File: config.mk
export PLATFORM = sky130hd
export DESIGN_NAME = decode_iq
export DESIGN_NICKNAME = d
export VERILOG_FILES = /design/src/rtl/decode_iq.sv
export SDC_FILE = /design/constraint.sdc
export NUM_CORES = 1
export LEC_CHECK = 0
export BUFFER_PORTS_ARGS = -buffer_cell sky130_fd_sc_hd__buf_2
export CORE_ASPECT_RATIO = 1.75
export CORE_MARGIN = 1.5
export CORE_UTILIZATION = 40
export DETAILED_ROUTE_END_ITERATION = 6
export SYNTH_ARGS = -nofsm -noshare
export SYNTH_HDL_FRONTEND = slang
export SYNTH_SLANG_ARGS = --single-unit
export TNS_END_PERCENT = 1
File: constraint.sdc
create_clock -name clk -period 3.6 [get_ports clk]
set_input_delay 0.18 -clock clk [delete_from_list [all_inputs] [get_ports clk]]
set_output_delay 0.18 -clock clk [all_outputs]
set_load 0.05 [all_outputs]
File: src/rtl/decode_iq.sv
// decode_iq: fetch-to-decode instruction queue.
// DEPTH-entry FIFO carrying {instr, pc, pc+4, bpred} with valid/ready on both
// sides. The head entry is presented with its RV32 fields already sliced out
// for the decode stage. While the queue is empty, all head outputs are zero,
// so an empty queue looks like a bubble (an all-zero instruction).
//
// Optional feature: define IQ_BYPASS_EN to forward the fetch inputs straight
// to the head outputs in the same cycle while the queue is empty.
//
// Ports:
//   clk, rst          clock, synchronous active-high reset
//   flush             discard all entries (mispredict/redirect)
//   in_valid/in_ready fetch-side handshake; instr_in, pc_in, pc_plus4_in, bpred_in
//   out_valid/out_ready decode-side handshake; instr, pc, pc_plus4, bpred_taken
//   rd_addr, r1_addr, r2_addr, funct3, funct7_6, csr_addr, zimm  head fields
//   count             occupancy
module decode_iq #(
   parameter int unsigned DEPTH = 4,
   parameter int unsigned XLEN  = 32,
   parameter int unsigned ILEN  = 32
) (
   input  logic                     clk,
   input  logic                     rst,
   input  logic                     flush,
   input  logic                     in_valid,
   output logic                     in_ready,
   input  logic [ILEN-1:0]          instr_in,
   input  logic [XLEN-1:0]          pc_in,
   input  logic [XLEN-1:0]          pc_plus4_in,
   input  logic                     bpred_in,
   output logic                     out_valid,
   input  logic                     out_ready,
   output logic [ILEN-1:0]          instr,
   output logic [XLEN-1:0]          pc,
   output logic [XLEN-1:0]          pc_plus4,
   output logic                     bpred_taken,
   output logic [4:0]               rd_addr,
   output logic [4:0]               r1_addr,
   output logic [4:0]               r2_addr,
   output logic [2:0]               funct3,
   output logic                     funct7_6,
   output logic [11:0]              csr_addr,
   output logic [31:0]              zimm,
   output logic [$clog2(DEPTH):0]   count
);

   localparam int unsigned PW = $clog2(DEPTH);
   localparam int unsigned CW = PW + 1;

   logic [ILEN-1:0] instr_mem [DEPTH];
   logic [XLEN-1:0] pc_mem    [DEPTH];
   logic [XLEN-1:0] pc4_mem   [DEPTH];
   logic            bp_mem    [DEPTH];

   logic [PW-1:0] wr_ptr;
   logic [PW-1:0] rd_ptr;
   logic [CW-1:0] cnt;

   logic empty;
   logic bypass;
   logic push;
   logic pop;

   assign empty    = (cnt == '0);
   assign in_ready = (cnt != CW'(DEPTH));
   assign count    = cnt;

`ifdef IQ_BYPASS_EN
   // Empty queue with fetch presenting: the input is visible at the head now.
   assign bypass    = empty & in_valid & ~flush;
   assign out_valid = (~empty | bypass) & ~flush;
   // A bypassed entry taken by decode the same cycle is never written.
   assign push      = in_valid & in_ready & ~(bypass & out_ready);
`else
   assign bypass    = 1'b0;
   assign out_valid = ~empty;
   assign push      = in_valid & in_ready;
`endif

   // Only stored entries advance rd_ptr; a bypassed entry leaves state alone.
   assign pop = ~empty & out_ready;

   // Head selection: stored entry, bypassed input, or an all-zero bubble.
   always_comb begin
      instr       = '0;
      pc          = '0;
      pc_plus4    = '0;
      bpred_taken = 1'b0;
      if (out_valid) begin
         if (bypass) begin
            instr       = instr_in;
            pc          = pc_in;
            pc_plus4    = pc_plus4_in;
            bpred_taken = bpred_in;
         end else begin
            instr       = instr_mem[rd_ptr];
            pc          = pc_mem[rd_ptr];
            pc_plus4    = pc4_mem[rd_ptr];
            bpred_taken = bp_mem[rd_ptr];
         end
      end
   end

   // Decoded fields are plain slices of the head instruction.
   assign rd_addr  = instr[11:7];
   assign r1_addr  = instr[19:15];
   assign r2_addr  = instr[24:20];
   assign funct3   = instr[14:12];
   assign funct7_6 = instr[30];
   assign csr_addr = instr[31:20];
   assign zimm     = 32'(r1_addr);

   // Storage is intentionally not reset; valid tracking is done by cnt.
   always_ff @(posedge clk) begin
      if (push) begin
         instr_mem[wr_ptr] <= instr_in;
         pc_mem[wr_ptr]    <= pc_in;
         pc4_mem[wr_ptr]   <= pc_plus4_in;
         bp_mem[wr_ptr]    <= bpred_in;
      end
   end

   // Pointer and occupancy state; flush behaves exactly like reset.
   always_ff @(posedge clk) begin
      if (rst || flush) begin
         wr_ptr <= '0;
         rd_ptr <= '0;
         cnt    <= '0;
      end else begin
         if (push) wr_ptr <= wr_ptr + PW'(1);
         if (pop)  rd_ptr <= rd_ptr + PW'(1);
         if (push && !pop)      cnt <= cnt + CW'(1);
         else if (pop && !push) cnt <= cnt - CW'(1);
      end
   end

endmodule

==> results of run 1 <==
layout by cell type (no fill, tap or decap), types with 2 or more instances in the layout:
master and n:
mux4_2 97, clkinv_1 5, clkinv_2 6, buf_12 7
and3_4 4, buf_2 239, dlygate4sd3_1 102, buf_4 7
edfxtp_1 388, clkbuf_1 7, dfxtp_1 7, clkbuf_16 39
o31ai_1 2, xor2_1 4, conb_1 27, bufinv_16 2
nor2_1 6, o21ai_0 2, nand4_1 2, ha_1 5
and2_1 97, inv_1 3, dfxtp_4 2
area by class of cell:
| type | count | area (sq um) | area share [%] |
|---|---|---|---|
| Clock inverter | 15 | 125 | 0.652 |
| Multi-Input combinational cell | 256 | 3180 | 16.6 |
| Tap cell | 485 | 607 | 3.16 |
| Sequential cell | 397 | 11800 | 61.7 |
| Clock buffer | 47 | 1020 | 5.29 |
| Timing Repair Buffer | 355 | 2410 | 12.6 |
| Inverter | 3 | 11.3 | 0.0587 |
| Antenna cell | 1 | 2.50 | 0.0130 |
where the power goes:
| group | switching [uW] | leakage [uW] | internal, uW |
|---|---|---|---|
| sequential | 44.7 | 0.00363 | 5240 |
| combinational | 1430 | 0.00262 | 549 |
| clock | 1590 | 0.000560 | 2130 |
| total | 3070 | 0.00681 | 7920 |
worst max-delay path by stage:
stage / startpoint / to / cells past startpoint
after floorplan: count[0] / bp_mem[3] / 3
final: count[0] / csr_addr[4] / 4
after global routing: count[0] / r2_addr[4] / 4
after CTS: count[0] / instr[21] / 4
after global placement: count[0] / instr[21] / 4
after detailed placement: count[0] / instr[21] / 4
per-stage QoR:
| step | hold WS (ps) | cells | instance area [sq um] |
|---|---|---|---|
| after global routing | 97.1 | 1558 | 19200 |
| after global placement | 392 | 1394 | 17000 |
| after detailed placement | 397 | 1394 | 17000 |
| after floorplan | 279 | 754 | 15700 |
| final | 56.9 | 1559 | 19200 |
| after CTS | 44.1 | 1558 | 19200 |
cells by family (layout without fill, tap and decap cells):
family	Yosys count	count (layout)
fa+ha+maj	6	6
other cells	1	28
xor+xnor	4	4
buf+inv	101	420
compound gates	6	6
flops	397	397
simple gates	115	115
mux	98	98
worst reg2reg max path: cells and delay by family, from the launching register on:
kind                       cells  cell delay (ps)
adders and majority gates      2              560
and+or+nand+nor                3              820
AOI/OAI and AO/OA              1              140
buffers and inverters          1               70
DFF                            1              450
xor gates and xnor gates       1              180
metal layers:
metal,share of wire [%],track usage [%],vias up
met1,38,17.4,3985
li1,-,-,3457
met4,2.9,5.83,4
met2,55,29.3,217
met5,0.074,0,-
met3,4.4,2.89,60
repair_timing:
item / 4_1_cts / 5_1_grt
setup endpoints to repair: 0 / 0
hold buffers: 102 / 0
endpoints found under the hold margin: 391 / 0
buffers inserted: 0 / 0
registers in the layout (all words and copies together) (netlist names), named ones only:
register / cells
instr_mem: 128
pc4_mem: 128
wr_ptr: 2
count: 3
rd_ptr: 2
pc_mem: 128
bp_mem: 4
==> out/results.tsv, run 1 <==
metric	value	unit
Post-synth top cells	edfxtp_1, and2_1, mux4_2	
Std-Cell Core Area	38400	sq um
I/O Buffers	239	
top-level port count	267	
number of synthesized flops with an enable pin	388	
Yosys top cell by area	edfxtp_1	
CTS root buf	clkbuf_16	
area fraction of the dominant cell type after synthesis	74.8	%
Slew headroom	33.9	%
Worst Path Buf+Inv	2	
Post-Synth Simple-Gate Area	4.54	%
cts bufs inserted	37	
Worst EP required	3420	ps
DRC viols	0	
Synth area leaders	edfxtp_1, mux4_2, and2_1	
RR Endpoint	count[2]	
leakage	0.00681	uW
Initial Util	40.6	%
mux cell area share after synthesis	14.1	%
P&R area growth vs syn	23.2	%
maximum VDD drop	0.395	mV
Final Worst Setup Slack	715	ps
CTS tree	built	
cts repair resizes	0	
combinational family with the most area after synthesis	multiplexers	
pre-CTS setup slack	1130	ps
DRT iter0 DRCs	370	
Final Net Count	1158	
DRT Wirelength	31.0	mm
Tcrit/Tclk final	80.1	%
HP Start	out_ready	
Fillers	3178	
hold endpoint	rd_ptr[0]	
GP Congestion	0.691	
Setup violations, final	0	
clock skew	11.2	ps
DIE HEIGHT	264	um
syn avg cell area	21.4	sq um
PD cells	573	nW/um^2
Max Freq	0.347	GHz
worst hold path stage count	4	
clock sinks	397	
Die W	152	um
critical path, cell by cell	or3_2 > buf_4 > and2_1 > buf_2	
Clock Path Buffers	3	
Pwr Total	11000	uW
Compound-Gate Fraction of Synth Area	0.249	%
Setup crit end kind	output port	
Synthesis Warnings	0	
Netlist cell types	27	
max cap viols	0	
status	finished clean	
H-tree Lvls	2	
Final Hold Viols	0	
# rows	95	
final core utilization	50.0	%
Vias	7723	
Worst Path Max Fanout	47	
worst min-delay path category	in -> reg	
worst-skew pair later-pin latency	530	ps
setup TNS	0	ps
vias in the first global route	8450	
RR Startpoint	count[0]	
global-route wire length before repair	47.5	mm
Pre-antenna DRT Iters	4	
cells after synthesis	728	
Crit-path slowest cell	or3_2	
max incr delay on CP	830	ps
ys async rst share	0	%
area share of fa/ha/maj cells after synthesis	0.530	%
Post-Syn Area	15600	sq um
antenna violations before repair	4	
Worst Setup Start Kind	flip-flop	
post-route ant nets	0	
Reg2Reg Setup Slack	1310	ps
wire length per cell	19.9	um
RSZ-0062 raised after global routing	false	
worst reg2reg path depth	8	
grt ovf	0	
most frequent cell after synthesis	edfxtp_1	
GRT Total Usage	15.6	%
CP Class	reg -> out	
xor/xnor cell area share of the yosys netlist	0.225	%
vias per inst	4.95	
CP top delay family	simple AND/OR/NAND/NOR gates	
sequential area share after synthesis	76.0	%
Slew Limit Fails	0	
layout cells sized above 1	38.1	%
top_reg_cell synth	edfxtp_1	
Synth Register Bits	397	
DP HPWL	17.6	mm
Tmin final	2880	ps
Worst EP arrival	2700	ps
largest net degree at the start of global routing	98	
Clock transition at path regs	60	ps
die footprint	40200	sq um
Worst Tran Pin Value	991	ps
Note: power is estimated with default switching activity, not from simulation.
==> run 2: changes to the inputs <==
- clock period: 3.6 -> 2.6 ns (I/O delays scaled with it)
==> out/results.tsv, run 2 (synthesis results as in run 1) <==
metric	value	unit
status	finished clean	
Clock Path Buffers	3	
Final Hold Viols	0	
cts repair resizes	0	
Worst Setup Start Kind	flip-flop	
most common cell after layout, fill and taps aside	edfxtp_1	
# rows	95	
antenna violations before repair	5	
max cap viols	0	
DIE HEIGHT	264	um
Die W	152	um
Fillers	3134	
GRT Total Usage	15.6	%
largest net degree at the start of global routing	71	
Pre-antenna DRT Iters	4	
Reg2Reg Setup Slack	420	ps
Slew headroom	54.7	%
CP top delay family	buffers and inverters	
Setup violations, final	0	
DRT iter0 DRCs	458	
Worst EP required	2470	ps
placed cell areas	17300	sq um
Max Freq	0.406	GHz
Slew Limit Fails	0	
PD cells	781	nW/um^2
grt ovf	0	
Clock transition at path regs	70	ps
Worst Path Buf+Inv	2	
post-route ant nets	0	
Initial Util	40.6	%
CTS tree	built	
most frequent cells in the layout	edfxtp_1, buf_2, dlygate4sd3_1, mux4_2, and2_1	
critical path, cell by cell	buf_12 > mux4_2 > and2_1 > buf_2	
setup bufs post-CTS	0	
final instance area	19400	sq um
leakage	0.00687	uW
Crit-path slowest cell	mux4_2	
vias per inst	4.91	
Worst Tran Pin Value	679	ps
DRC viols	0	
CTS root buf	clkbuf_16	
Worst Path Max Fanout	56	
setup TNS	0	ps
clock sinks	397	
clock skew	22.3	ps
Vias	7718	
worst-skew pair later-pin latency	520	ps
layout cells sized above 1	38.6	%
vias in the first global route	8267	
Tcrit/Tclk final	94.7	%
DRT Wirelength	31.3	mm
I/O Buffers	239	
Final Net Count	1168	
multi-input logic area	3180	sq um
Setup crit end kind	output port	
maximum VDD drop	0.490	mV
die footprint	40200	sq um
P&R area growth vs syn	24.5	%
worst min-delay path category	in -> reg	
Std-Cell Core Area	38400	sq um
top-level port count	267	
total area of sequential cells	11800	sq um
DP HPWL	19.0	mm
max incr delay on CP	590	ps
H-tree Lvls	2	
wire length per cell	19.9	um
RSZ-0062 raised after global routing	false	
Worst EP arrival	2330	ps
Tmin final	2460	ps
GP Congestion	0.702	
global-route wire length before repair	47.7	mm
cts bufs inserted	36	
Top Registers	instr_mem x128, pc4_mem x128, pc_mem x128	
CP Class	reg -> out	
run 2: what timing repair did:
| action | 4_1_cts | 5_1_grt |
|---|---|---|
| hold buffers | 103 | 0 |
| endpoints found under the hold margin | 397 | 0 |
| setup endpoints to repair | 0 | 0 |
run 2: cell type report:
class	instances	area share, %
multi-input combinational	256	16.4
clock buffer	44	4.91
clock inverter	20	0.793
sequential	397	61.0
timing repair buffer	366	13.6
antenna	1	0.0129
inverter	3	0.0581
tap	485	3.13
run 2: final timing paths:
path / cells after the start / start / to
max: 4 / flip-flop / instr[7]
min: 2 / pc_in[5] / pc_mem[2][5]
max reg2reg: 8 / count[0] / count[2]
min reg2reg: 2 / rd_ptr[1] / rd_ptr[1]
run 2: through the flow:
stage | std cells | worst slack, ps | power (uW) | utilization [%] | hold WS [ps]
after floorplan | 754 | 28.7 | 9560 | - | 229
after global placement | 1404 | 474 | 10200 | 45.0 | 341
after detailed placement | 1404 | 433 | 10200 | 45.0 | 346
after CTS | 1571 | 69.2 | 15300 | 50.5 | 334
after global routing | 1572 | 21.5 | 15700 | 50.5 | 360
final | 1572 | 138 | 15100 | 50.5 | 361
run 2: routing by layer:
metal  vias up  track usage (%)  share of wire [%]  wire length [um]
li1       3483                -                  -                 -
met2       192             28.2                 54             16900
met4         8             4.93                2.2               691
met1      3987             18.9                 40             12500
met5         -                0               0.19                59
met3        48             2.69                3.8              1180
run 2: where the power goes:
group / switching, uW / total (uW) / internal (uW) / leakage, uW
clock: 2210 / 5020 / 2820 / 0.000531
combinational: 2020 / 2820 / 801 / 0.00271
sequential: 51.2 / 7300 / 7250 / 0.00363
